==> config.mk <==
export PLATFORM = sky130hd
export DESIGN_NAME = alu_op_sequencer
export DESIGN_NICKNAME = d
export VERILOG_FILES = /design/src/rtl/alu_op_sequencer.sv
export SDC_FILE = /design/constraint.sdc
export NUM_CORES = 1
export LEC_CHECK = 0
export ABC_CLOCK_PERIOD_IN_PS = 1600
export CORE_MARGIN = 8
export CORE_UTILIZATION = 40
export CTS_CLUSTER_DIAMETER = 60
export DETAILED_ROUTE_END_ITERATION = 8
export HOLD_SLACK_MARGIN = 0.08
export PLACE_DENSITY_LB_ADDON = 0.2
export SLEW_MARGIN = 15
export SYNTH_ARGS = -nofsm -noshare
export SYNTH_HDL_FRONTEND = slang
export SYNTH_SLANG_ARGS = --single-unit
==> constraint.sdc <==
create_clock -name clock -period 1.6 [get_ports clock]
set_input_delay 0.24 -clock clock [delete_from_list [all_inputs] [get_ports clock]]
set_output_delay 0.24 -clock clock [all_outputs]
set_load 0.005 [all_outputs]
==> src/rtl/alu_op_sequencer.sv <==
// Issues one ALU operation at a time, waits EXEC_CYCLES, captures the 64-bit result
// and returns it as one or two 32-bit beats under valid/ready.
module alu_op_sequencer #(
  parameter int EXEC_CYCLES = 1
) (
  input  logic        clock,
  input  logic        clear,
  input  logic        req_valid,
  output logic        req_ready,
  input  logic [4:0]  req_op,
  input  logic [31:0] req_a,
  input  logic [31:0] req_b,
  output logic [31:0] alu_y,
  output logic [31:0] alu_b,
  output logic [4:0]  alu_control,
  input  logic [63:0] alu_result,
  output logic        rsp_valid,
  input  logic        rsp_ready,
  output logic [31:0] rsp_data,
  output logic        rsp_last,
  output logic        rsp_err
);

  typedef enum logic [1:0] {IDLE, EXEC, SEND_LO, SEND_HI} state_t;

  localparam logic [3:0] C_CNT_INIT = 4'(EXEC_CYCLES - 1);

  state_t      r_state;
  logic [3:0]  r_cnt;
  logic [63:0] r_z;
  logic        r_two_beat;
  logic        r_err;

  logic        w_legal;
  logic        w_two_beat;

  always_comb begin
    w_legal = 1'b0;
    case (req_op)
      5'b00011, 5'b00100, 5'b00101, 5'b00110, 5'b00111,
      5'b01000, 5'b01001, 5'b01010, 5'b01011, 5'b01111,
      5'b10000, 5'b10001, 5'b10010, 5'b11111: w_legal = 1'b1;
      default:                                  w_legal = 1'b0;
    endcase
    w_two_beat = (req_op == 5'b01111) || (req_op == 5'b10000);
  end

  always_ff @(posedge clock) begin
    if (!clear) begin
      r_state     <= IDLE;
      r_cnt       <= 4'd0;
      r_z         <= 64'd0;
      r_two_beat  <= 1'b0;
      r_err       <= 1'b0;
      alu_y       <= 32'd0;
      alu_b       <= 32'd0;
      alu_control <= 5'd0;
    end else begin
      case (r_state)
        IDLE: begin
          if (req_valid) begin
            alu_y       <= req_a;
            alu_b       <= req_b;
            alu_control <= req_op;
            r_two_beat  <= w_two_beat && w_legal;
            r_err       <= !w_legal;
            r_cnt       <= C_CNT_INIT;
            r_state     <= EXEC;
          end
        end
        EXEC: begin
          // Result is sampled only on the last EXEC cycle; ALU glitches elsewhere are ignored.
          if (r_cnt == 4'd0) begin
            r_z     <= alu_result;
            r_state <= SEND_LO;
          end else begin
            r_cnt <= r_cnt - 4'd1;
          end
        end
        SEND_LO: begin
          if (rsp_ready) r_state <= r_two_beat ? SEND_HI : IDLE;
        end
        SEND_HI: begin
          if (rsp_ready) r_state <= IDLE;
        end
        default: r_state <= IDLE;
      endcase
    end
  end

  always_comb begin
    req_ready = (r_state == IDLE);
    rsp_valid = (r_state == SEND_LO) || (r_state == SEND_HI);
    rsp_data  = 32'd0;
    rsp_last  = 1'b0;
    rsp_err   = 1'b0;
    if (r_state == SEND_LO) begin
      rsp_data = r_z[31:0];
      rsp_last = !r_two_beat;
      rsp_err  = r_err;
    end else if (r_state == SEND_HI) begin
      rsp_data = r_z[63:32];
      rsp_last = 1'b1;
      rsp_err  = r_err;
    end
  end

endmodule
Word level (Yosys, flattened, before mapping)

Memory sizes are Yosys's and may differ from the RTL's.
Cells that the tools add are included.

Bits in registers: 141
ROM bits: 32
Input bits: 137
Output and inout port bits: 105
Memories kept: 1

Add/sub/neg operators: 1
Eq/ne operators: 10
Multiplexer cells: 15
Reductions and logical operators: 12

Memory list:

| memory          | depth | bits a word | read ports | clocked after memory_dff | wr ports | line | source |
|---|---|---|---|---|---|---|---|
| (no name shown) | 32    | 1           | 1          | 0                        | 0        | 39   | `case (req_op)` |

Operators by type and width:

| kind                  | number |
|---|---|
| $mux W32              | 2 |
| $mux W2               | 5 |
| $ne A2 B2 Y1 const B  | 5 |
| $mux W4               | 2 |
| $pmux W2 S4           | 1 |
| $pmux W4 S2           | 1 |
| $eq A5 B4 Y1 const B  | 1 |
| $eq A5 B5 Y1 const B  | 1 |
| $eq A2 B2 Y1 const B  | 2 |
| $logic_not A4 Y1      | 1 |
| $mux W1               | 4 |
| $reduce_and A2 Y1     | 2 |
| $reduce_and A4 Y1     | 1 |
| $sub A4 B1 Y4 const B | 1 |
| $reduce_and A3 Y1     | 1 |
| $eq A2 B1 Y1 const B  | 1 |
| $logic_not A1 Y1      | 2 |
| $logic_not A2 Y1      | 1 |
| $logic_or A1 B1 Y1    | 2 |
| $reduce_bool A2 Y1    | 1 |
| $logic_and A1 B1 Y1   | 1 |

Logic depth before layout (Yosys ltp)

Gate-level depths: netlist of the first run.

Depth after elaboration: 3
Mapped depth: 7

Worst setup path before layout of the first run

Ideal clock, no wire load.

Kind: reg2reg
Start: register r_cnt[0]
End: register r_z[26]
Setup time: 0.118 ns
Data arrival time: 1.370 ns
Required time: 1.482 ns
Setup slack: 0.112 ns
Stages on the path, launching flop included: 8
Buffers on the path: 2
Path through: dfxtp_1 inv_1 ha_1 or3b_1 buf_4 buf_6 o21ai_1 a21boi_1

Word-level cells in the longest chain between the ends: 2

RTL lines:

| item                        | line | source |
|---|---|---|
| start, declared             | 29   | `logic [3:0] r_cnt;` |
| start signal, assigned      | 77   | `r_cnt <= r_cnt - 4'd1;` |
| $logic_not A4 Y1            | 73   | `if (r_cnt == 4'd0) begin` |
| $reduce_and A2 Y1 (no line) | -    |  |
| end signal, assigned        | 74   | `r_z <= alu_result;` |
| end, declared               | 30   | `logic [63:0] r_z;` |

Every way passes these cells.
A chain may end at the register's enable or synchronous reset.

Worst setup path after layout of the first run

Start: register r_state[0]
End: register alu_y[6]

Word-level cells in the longest chain between the ends: 2

RTL lines:

| item                        | line | source |
|---|---|---|
| start, declared             | 28   | `state_t r_state;` |
| start signal, assigned      | 81   | `if (rsp_ready) r_state <= r_two_beat ? SEND_HI : IDLE;` |
| $logic_not A2 Y1            | 59   | `case (r_state)` |
| $reduce_and A2 Y1 (no line) | -    |  |
| end signal, assigned        | 62   | `alu_y <= req_a;` |
| end, declared               | 13   | `output logic [31:0] alu_y,` |

Every way passes these cells.

==> summary.md, run 1 <==
| Metric | Value |
|---|---|
| Worst setup path class | reg -> reg |
| # Max-Cap Violations | 0 |
| Final Non-Filler Cells | around 1,200 |
| Critical path endpoint category | flop |
| Die width | 141 um |
| DRT antenna net count | 0 |
| Number of global-route vias before repair | 5,816 |
| Top_reg_cell synth | dfxtp_1 |
| Worst r2r path cells | 8 |
| Internal reg-to-reg setup slack | -0.17 ns |
| Most common cell in the netlist | nand2_1 |
| Initial antenna violation count | 1 |
| Worst hold stages | 2 |
| Critical Path Sink | alu_y[6]$_SDFFE_PN0P_ |
| CP Cell Sequence | buf_12 > buf_16 > buf_8 > or3b_4 > buf_12 > clkbuf_16 > nand2_1 > a21boi_2 |
| DRT iter0 DRCs | 320 |
| Synth Warn # | 0 |
| Final nets | about 1,100 |
| Worst Skew | 0.00812 ns |
| Longest Clk Path Bufs | 2 |
| Max incr delay on CP | 0.40 ns |
| Net Count, Synth | 862 |
| Via count | 6,219 |
| Stages on worst setup path | 8 |
| Mapped Area | 0.00621 mm2 |
| Wire per inst | 19.0 um |
| Largest net degree at the start of global routing | 65 |
| Worst EP required | 1.91 ns |
| Pwr Density | 988 mW/mm2 |
| First-pass GRT wire length | 31.2 mm |
| Crit-path leading delay family | buffers and inverters |
| Root Driver | clkbuf_16 |
| Worst setup path startpoint | r_state[0]$_SDFFE_PN0P_ |
| CTS tree | yes |
| Status | finished with violations |
| I/O pins | 242 |
| Placed Cells | 1,116 |
| Hold Vio Cnt, Final | 0 |
| Vias/cell | 5.22 |
| Top area cells in the synthesized netlist | dfxtp_1 (45%), a21boi_0 (11%), nand2_1 (8.6%) |
| DRC viols | 0 |
| CTS Hold Bufs | 0 |
| Critical path fanouts, max | 7 |
| CTS sink count | around 140 |
| CTS buffer count | 17 |
| Unique masters post-synth | 35 |
| Startpoint types | flop |
| Height of the chip | 141 um |
| WP buf/inv | 5 |
| HPWL after detailed placement | about 13 mm |
| Clock insertion delay at the later pin of the skew report | 0.42 ns |
| Syn Area/Cell | 8.60 um2 |
| Share of layout cells above drive strength 1 | 29.2% |
| Layout Utilization | 71.5% |
| Most frequent CP cell | buf_12 |
| Starting density of the core | between 40% and 50% |
| Gr usage total | 19.7% |
| Peak Freq | 0.564 GHz |
| Post-Syn Instances | 723 |
| Worst r2r dst | alu_y[6]$_SDFFE_PN0P_ |
| Core box area | 0.0152 mm2 |
| Number of synthesized flops with an enable pin | 0 |
| Full die area | 0.0198 mm2 |
| Asr flop ratio synth | 0% |
| Synth top area share | 45.4% |
| Setup-failing EPs final | 100 |
| Unrepaired setup endpoints after global routing | yes |
| Dpl ws | -0.192 ns |
| Tightest Hold Check Type | in -> reg |
| DRT Wirelength | roughly 23 mm |
| Layout fillers | about 1,100 |
| Area Growth Syn to Fin | 75.0% |
| Slowest CP cell | or3b_4 |
| CP Data Arrival Time | 2.09 ns |
| Total Power | 10,700 uW |
| Gpl congestion | 0.791 |
| Worst relative slew slack | 78.3% |
| Top cells by count, synth | nand2_1 (142), dfxtp_1 (141), a21boi_0 (90), nand3_1 (68), a21boi_1 (45) |
| Worst r2r src | r_state[0]$_SDFFE_PN0P_ |
| Final Max Tran Viols | 0 |
| Final TNS setup | -10.58 ns |
| Diode count | 0 |
| Worst setup margin | -0.173 ns |
| Worst slew pin tran | 0.326 ns |
| Port bufs | 241 |
| Grt ovf | 0 |
| Number of cell rows | 45 |
| Htree depth | 4 |
| FF+latch count, synth | roughly 140 |
| LEAKAGE | approximately 0.0043 uW |
| Failing checks | negative setup slack |
| Peak supply drop | approximately 780 uV |
| Fin crit share | 111% |
| Crit path time final | 1.77 ns |
| Seq/Total Area, Yosys | 45.4% |
| DR pass1 iterations | 5 |
| Post-synth top area cell | dfxtp_1 |
| Clock-pin slew on the worst setup and hold paths | 0.06 ns |
[area by class of cell]
type,instances,area [um2],area share [%]
clock buffers,21,460,4.23
inverters,4,15.0,0.138
clock inverters,11,165,1.52
flip-flops and latches,141,2850,26.2
multi-input cells,511,3600,33.1
well taps,188,235,2.16
repair buffers,315,3550,32.6
[timing repair]
action | CTS | global route
endpoints found under the setup margin | 88 | 138
setup buffers | 13 | 9
pin swaps | 3 | 126
gates resized for setup | 174 | 304
gates cloned | 8 | 19
[cell families after synthesis]
kind of cell               share of synthesized area (%)
and+or+nand+nor                                     19.4
AOI/OAI and AO/OA                                   23.1
DFF                                                 45.4
buffers and inverters                               6.38
muxes                                               5.15
adders and majority gates                          0.403
xor gates and xnor gates                           0.141
[flip-flops by register name (all words and copies together), names as in the netlist]
register	count
r_two_beat	1
alu_b	32
alu_control	5
r_z	64
alu_y	32
r_state	2
r_err	1
r_cnt	4
[power by group]
group          leakage [uW]  total, uW  internal (uW)  switching (uW)
clock network      0.000307       4180           2680            1490
registers           0.00116       3980           3790             186
logic               0.00285       2590           1510            1080
[per-layer routing]
| metal | share of wire [%] | vias to the layer above | wire [um] | GRT usage [%] |
|---|---|---|---|---|
| li1 | - | 3022 | - | - |
| met1 | 44 | 2945 | 9880 | 24.5 |
| met2 | 48 | 218 | 10900 | 31.7 |
| met3 | 6.2 | 32 | 1400 | 5.94 |
| met4 | 1.7 | 2 | 374 | 7.07 |
| met5 | 0.040 | - | 9 | 0 |
[per-stage QoR]
step | instance area [um2] | hold slack, ns
6_report | 10900 | 0.219
5_1_grt | 10900 | 0.223
4_1_cts | 9860 | 0.191
3_5_place_dp | 8960 | 0.446
3_3_place_gp | 8960 | 0.440
2_1_floorplan | 6210 | 0.334
[worst min path at each step]
stage,slack (ns),to,start
after floorplan,0.33,r_state[1]$_SDFFE_PN0P_,rsp_ready
after global placement,0.44,alu_control[4]$_SDFFE_PN0P_,alu_control[4]$_SDFFE_PN0P_
after detailed placement,0.45,alu_control[2]$_SDFFE_PN0P_,alu_control[2]$_SDFFE_PN0P_
after CTS,0.19,r_state[0]$_SDFFE_PN0P_,clear
after global routing,0.22,r_cnt[2]$_SDFFE_PN0P_,clear
final,0.22,r_state[0]$_SDFFE_PN0P_,clear
[cells in the final DEF, fill, tap and decap left out, types with 33 or more instances in the layout]
cell | synthesis | layout
clkdlybuf4s50_1 | 0 | 195
o21ai_1 | 39 | 52
a21boi_1 | 45 | 95
nand3_1 | 68 | 67
dfxtp_1 | 141 | 127
nor2b_1 | 33 | 33
nand2_4 | 0 | 34
nand2_2 | 0 | 48
nand2_1 | 142 | 60
buf_2 | 17 | 34
[worst register-to-register path: stages (launching register included)]
cell and delay [ns]:
dfxtp_4 0.37, buf_12 0.14, buf_16 0.13, buf_8 0.12, or3b_4 0.40, buf_12 0.17, clkbuf_16 0.19, nand2_1 0.09
a21boi_2 0.05
No activity file was read; power rests on OpenSTA's default activity.
==> run 2, diff against run 1 <==
CORE_MARGIN = default   (was 8)
==> run 2 against run 1 <==
Against the previous run:
- the flow still finishes with violations (negative setup slack)
- critical path depth down 3
- sequential share of layout area decreased by 1.2 points
- critical endpoint is now rsp_data[0]
- clock-buffer cell count fell by 1
- hold slack worse by 0.016 ns
- sequential power is essentially flat
- die area down 19%
- clock power rose by 3%
==> summary.md, run 2 (synthesis gave the netlist of run 1 again) <==
| Metric | Value |
|---|---|
| Worst setup margin | -0.205 ns |
| DR pass1 iterations | 4 |
| Core box area | 0.0152 mm2 |
| DR WL met2 | 12.0 mm |
| Switching Share | between 20% and 30% |
| Worst EP required | approximately 1.4 ns |
| Pwr Density | 977 mW/mm2 |
| Worst r2r path cells | 7 |
| Number of cell rows | 45 |
| Port bufs | 241 |
| Hold path startpoint | clear |
| DRT Wirelength | 23.5 mm |
| Root Driver | clkbuf_16 |
| Worst hold stages | 3 |
| Final Max Tran Viols | 0 |
| Worst relative slew slack | 79.1% |
| HPWL after detailed placement | 11.8 mm |
| Htree depth | 4 |
| Worst r2r src | r_state[0]$_SDFFE_PN0P_ |
| Layout Utilization | about three quarters |
| Longest Clk Path Bufs | 2 |
| Top Metal Used | met4 |
| Worst Skew | between 0.01 and 0.015 ns |
| Number of global-route vias before repair | 6,021 |
| Startpoint types | flop |
| Reg with most FFs | r_z |
| Final TNS setup | -10.36 ns |
| CTS Hold Bufs | 0 |
| # Max-Cap Violations | 0 |
| Height of the chip | between 100 and 150 um |
| Wire per inst | 19.2 um |
| Failing checks | negative setup slack |
| Worst r2r dst | alu_y[13]$_SDFFE_PN0P_ |
| Full die area | 0.0160 mm2 |
| WHS Endpoint | r_two_beat$_SDFFE_PN0P_ |
| Peak Freq | 0.554 GHz |
| Fin crit share | 113% |
| Via count | between 6,000 and 7,000 |
| Area Growth Syn to Fin | 83.0% |
| Total Power | 11,100 uW |
| CTS sink count | 141 |
| Gr usage total | 24.7% |
| DRC viols | 0 |
| Clock-pin slew on the worst setup and hold paths | about 0.06 ns |
| CTS tree | yes |
| Met3 routed WL | 1.49 mm |
| Diode count | 0 |
| Most common cell after layout, fill and taps aside | clkdlybuf4s50_1 |
| Wl on met1 | 9.64 mm |
| Unrepaired setup endpoints after global routing | yes |
| Critical path fanouts, max | 6 |
| Top flop regs | r_z x64, alu_b x32, alu_y x32 |
| I/O pins | 242 |
| Clock insertion delay at the later pin of the skew report | 0.42 ns |
| Worst setup path startpoint | r_state[0]$_SDFFE_PN0P_ |
| Final nets | 1,160 |
| Share of layout cells above drive strength 1 | 34.5% |
| Crit path time final | 1.80 ns |
| Peak supply drop | 879 uV |
| Power share of the combinational group | 25.3% |
| Gpl congestion | between 0.7 and 0.8 |
| Seq pwr share | 36.0% |
| Max reg flops | 64 |
| CP Data Arrival Time | 1.56 ns |
| Internal | 8210 uW |
| Setup-failing EPs final | 115 |
| Clock Power Share | 38.7% |
| Initial antenna violation count | 0 |
| DRT iter0 DRCs | 392 |
| Worst setup path class | reg -> out |
| Critical path endpoint category | output pin |
| Largest net degree at the start of global routing | 67 |
| Starting density of the core | 40.9% |
| DRT antenna net count | 0 |
| Tightest Hold Check Type | in -> reg |
| Worst slew pin tran | ~0.31 ns |
| Status | finished with violations |
| Grt ovf | 0 |
| CTS buffer count | 17 |
| P_sw | 2900 uW |
| Die width | around 130 um |
| Hold Vio Cnt, Final | 0 |
| LEAKAGE | 0.00447 uW |
| First-pass GRT wire length | 31.3 mm |
| Vias/cell | 5.31 |
| Internal reg-to-reg setup slack | -0.14 ns |
| Commonest non-fill, non-tap cells in the layout | clkdlybuf4s50_1 (202), dfxtp_1 (132), a21boi_1 (102) |
## run 2: changes by cell type in the layout (fill, tap and decap cells not counted), moves of 11 or more
cell and delta:
buf_6 +16, nand2_1 -22, nand2_4 +12, o21ai_1 -14, o21ai_2 +11
## run 2: metrics by stage
step	worst slack (ns)	hold WS (ns)	cell area, um2	instances
2_1_floorplan	0.112	0.334	6210	723
3_3_place_gp	-0.135	0.442	9090	1135
3_5_place_dp	-0.173	0.447	9090	1135
4_1_cts	-0.210	0.182	10400	1209
5_1_grt	-0.248	0.198	11400	1222
6_report	-0.205	0.203	11400	1222
## run 2: what timing repair did
action	CTS	global route
setup endpoints to repair	146	159
gates resized for setup	267	283
setup buffers	30	6
gates cloned	13	16
pin swaps	12	146
## run 2: worst max-delay path, cell delays in order (launching register included)
cell	delay (ns)
dfxtp_4	0.45
buf_12	0.17
buf_6	0.10
mux2i_1	0.07
nor2b_1	0.20
buf_2	0.15
## run 2: layout make-up
type,instances,area [um2]
inverter,4,15.0
fill,1071,3830
multi-input combinational,512,3810
tap,188,235
clock buffer,20,447
timing repair buffer,345,3840
clock inverter,12,193
sequential,141,2840
## run 2: worst max-delay path by stage
| stage | to | slack, ns | cells after the start |
|---|---|---|---|
| 2_1_floorplan | r_z[26]$_SDFFE_PN0P_ | 0.11 | 7 |
| 3_3_place_gp | r_err$_SDFFE_PN0P_ | -0.14 | 5 |
| 4_1_cts | rsp_data[5] | -0.21 | 4 |
| 5_1_grt | rsp_data[11] | -0.25 | 5 |
| 3_5_place_dp | alu_y[12]$_SDFFE_PN0P_ | -0.17 | 5 |
| 6_report | rsp_data[0] | -0.20 | 5 |
## run 2: power groups by stage
stage	clock network [uW]	logic, uW	registers (uW)
floorplan	0	837	3980
global placement	0	1850	3980
detailed placement	0	1870	3990
CTS	4350	2390	3930
global route	4510	2970	4030
finish	4300	2810	4000
## run 2: metal layers
layer	global-route usage, %	vias up
met1	29.9	3155
met3	6.96	29
met5	0	-
met4	6.31	0
met2	43.1	228
li1	-	3082
==> run 3, diff against run 2 <==
ABC_CLOCK_PERIOD_IN_PS = default   (was 1600)
==> results of run 3 <==
Final layout, timing and power as in run 2 (identical DEF).
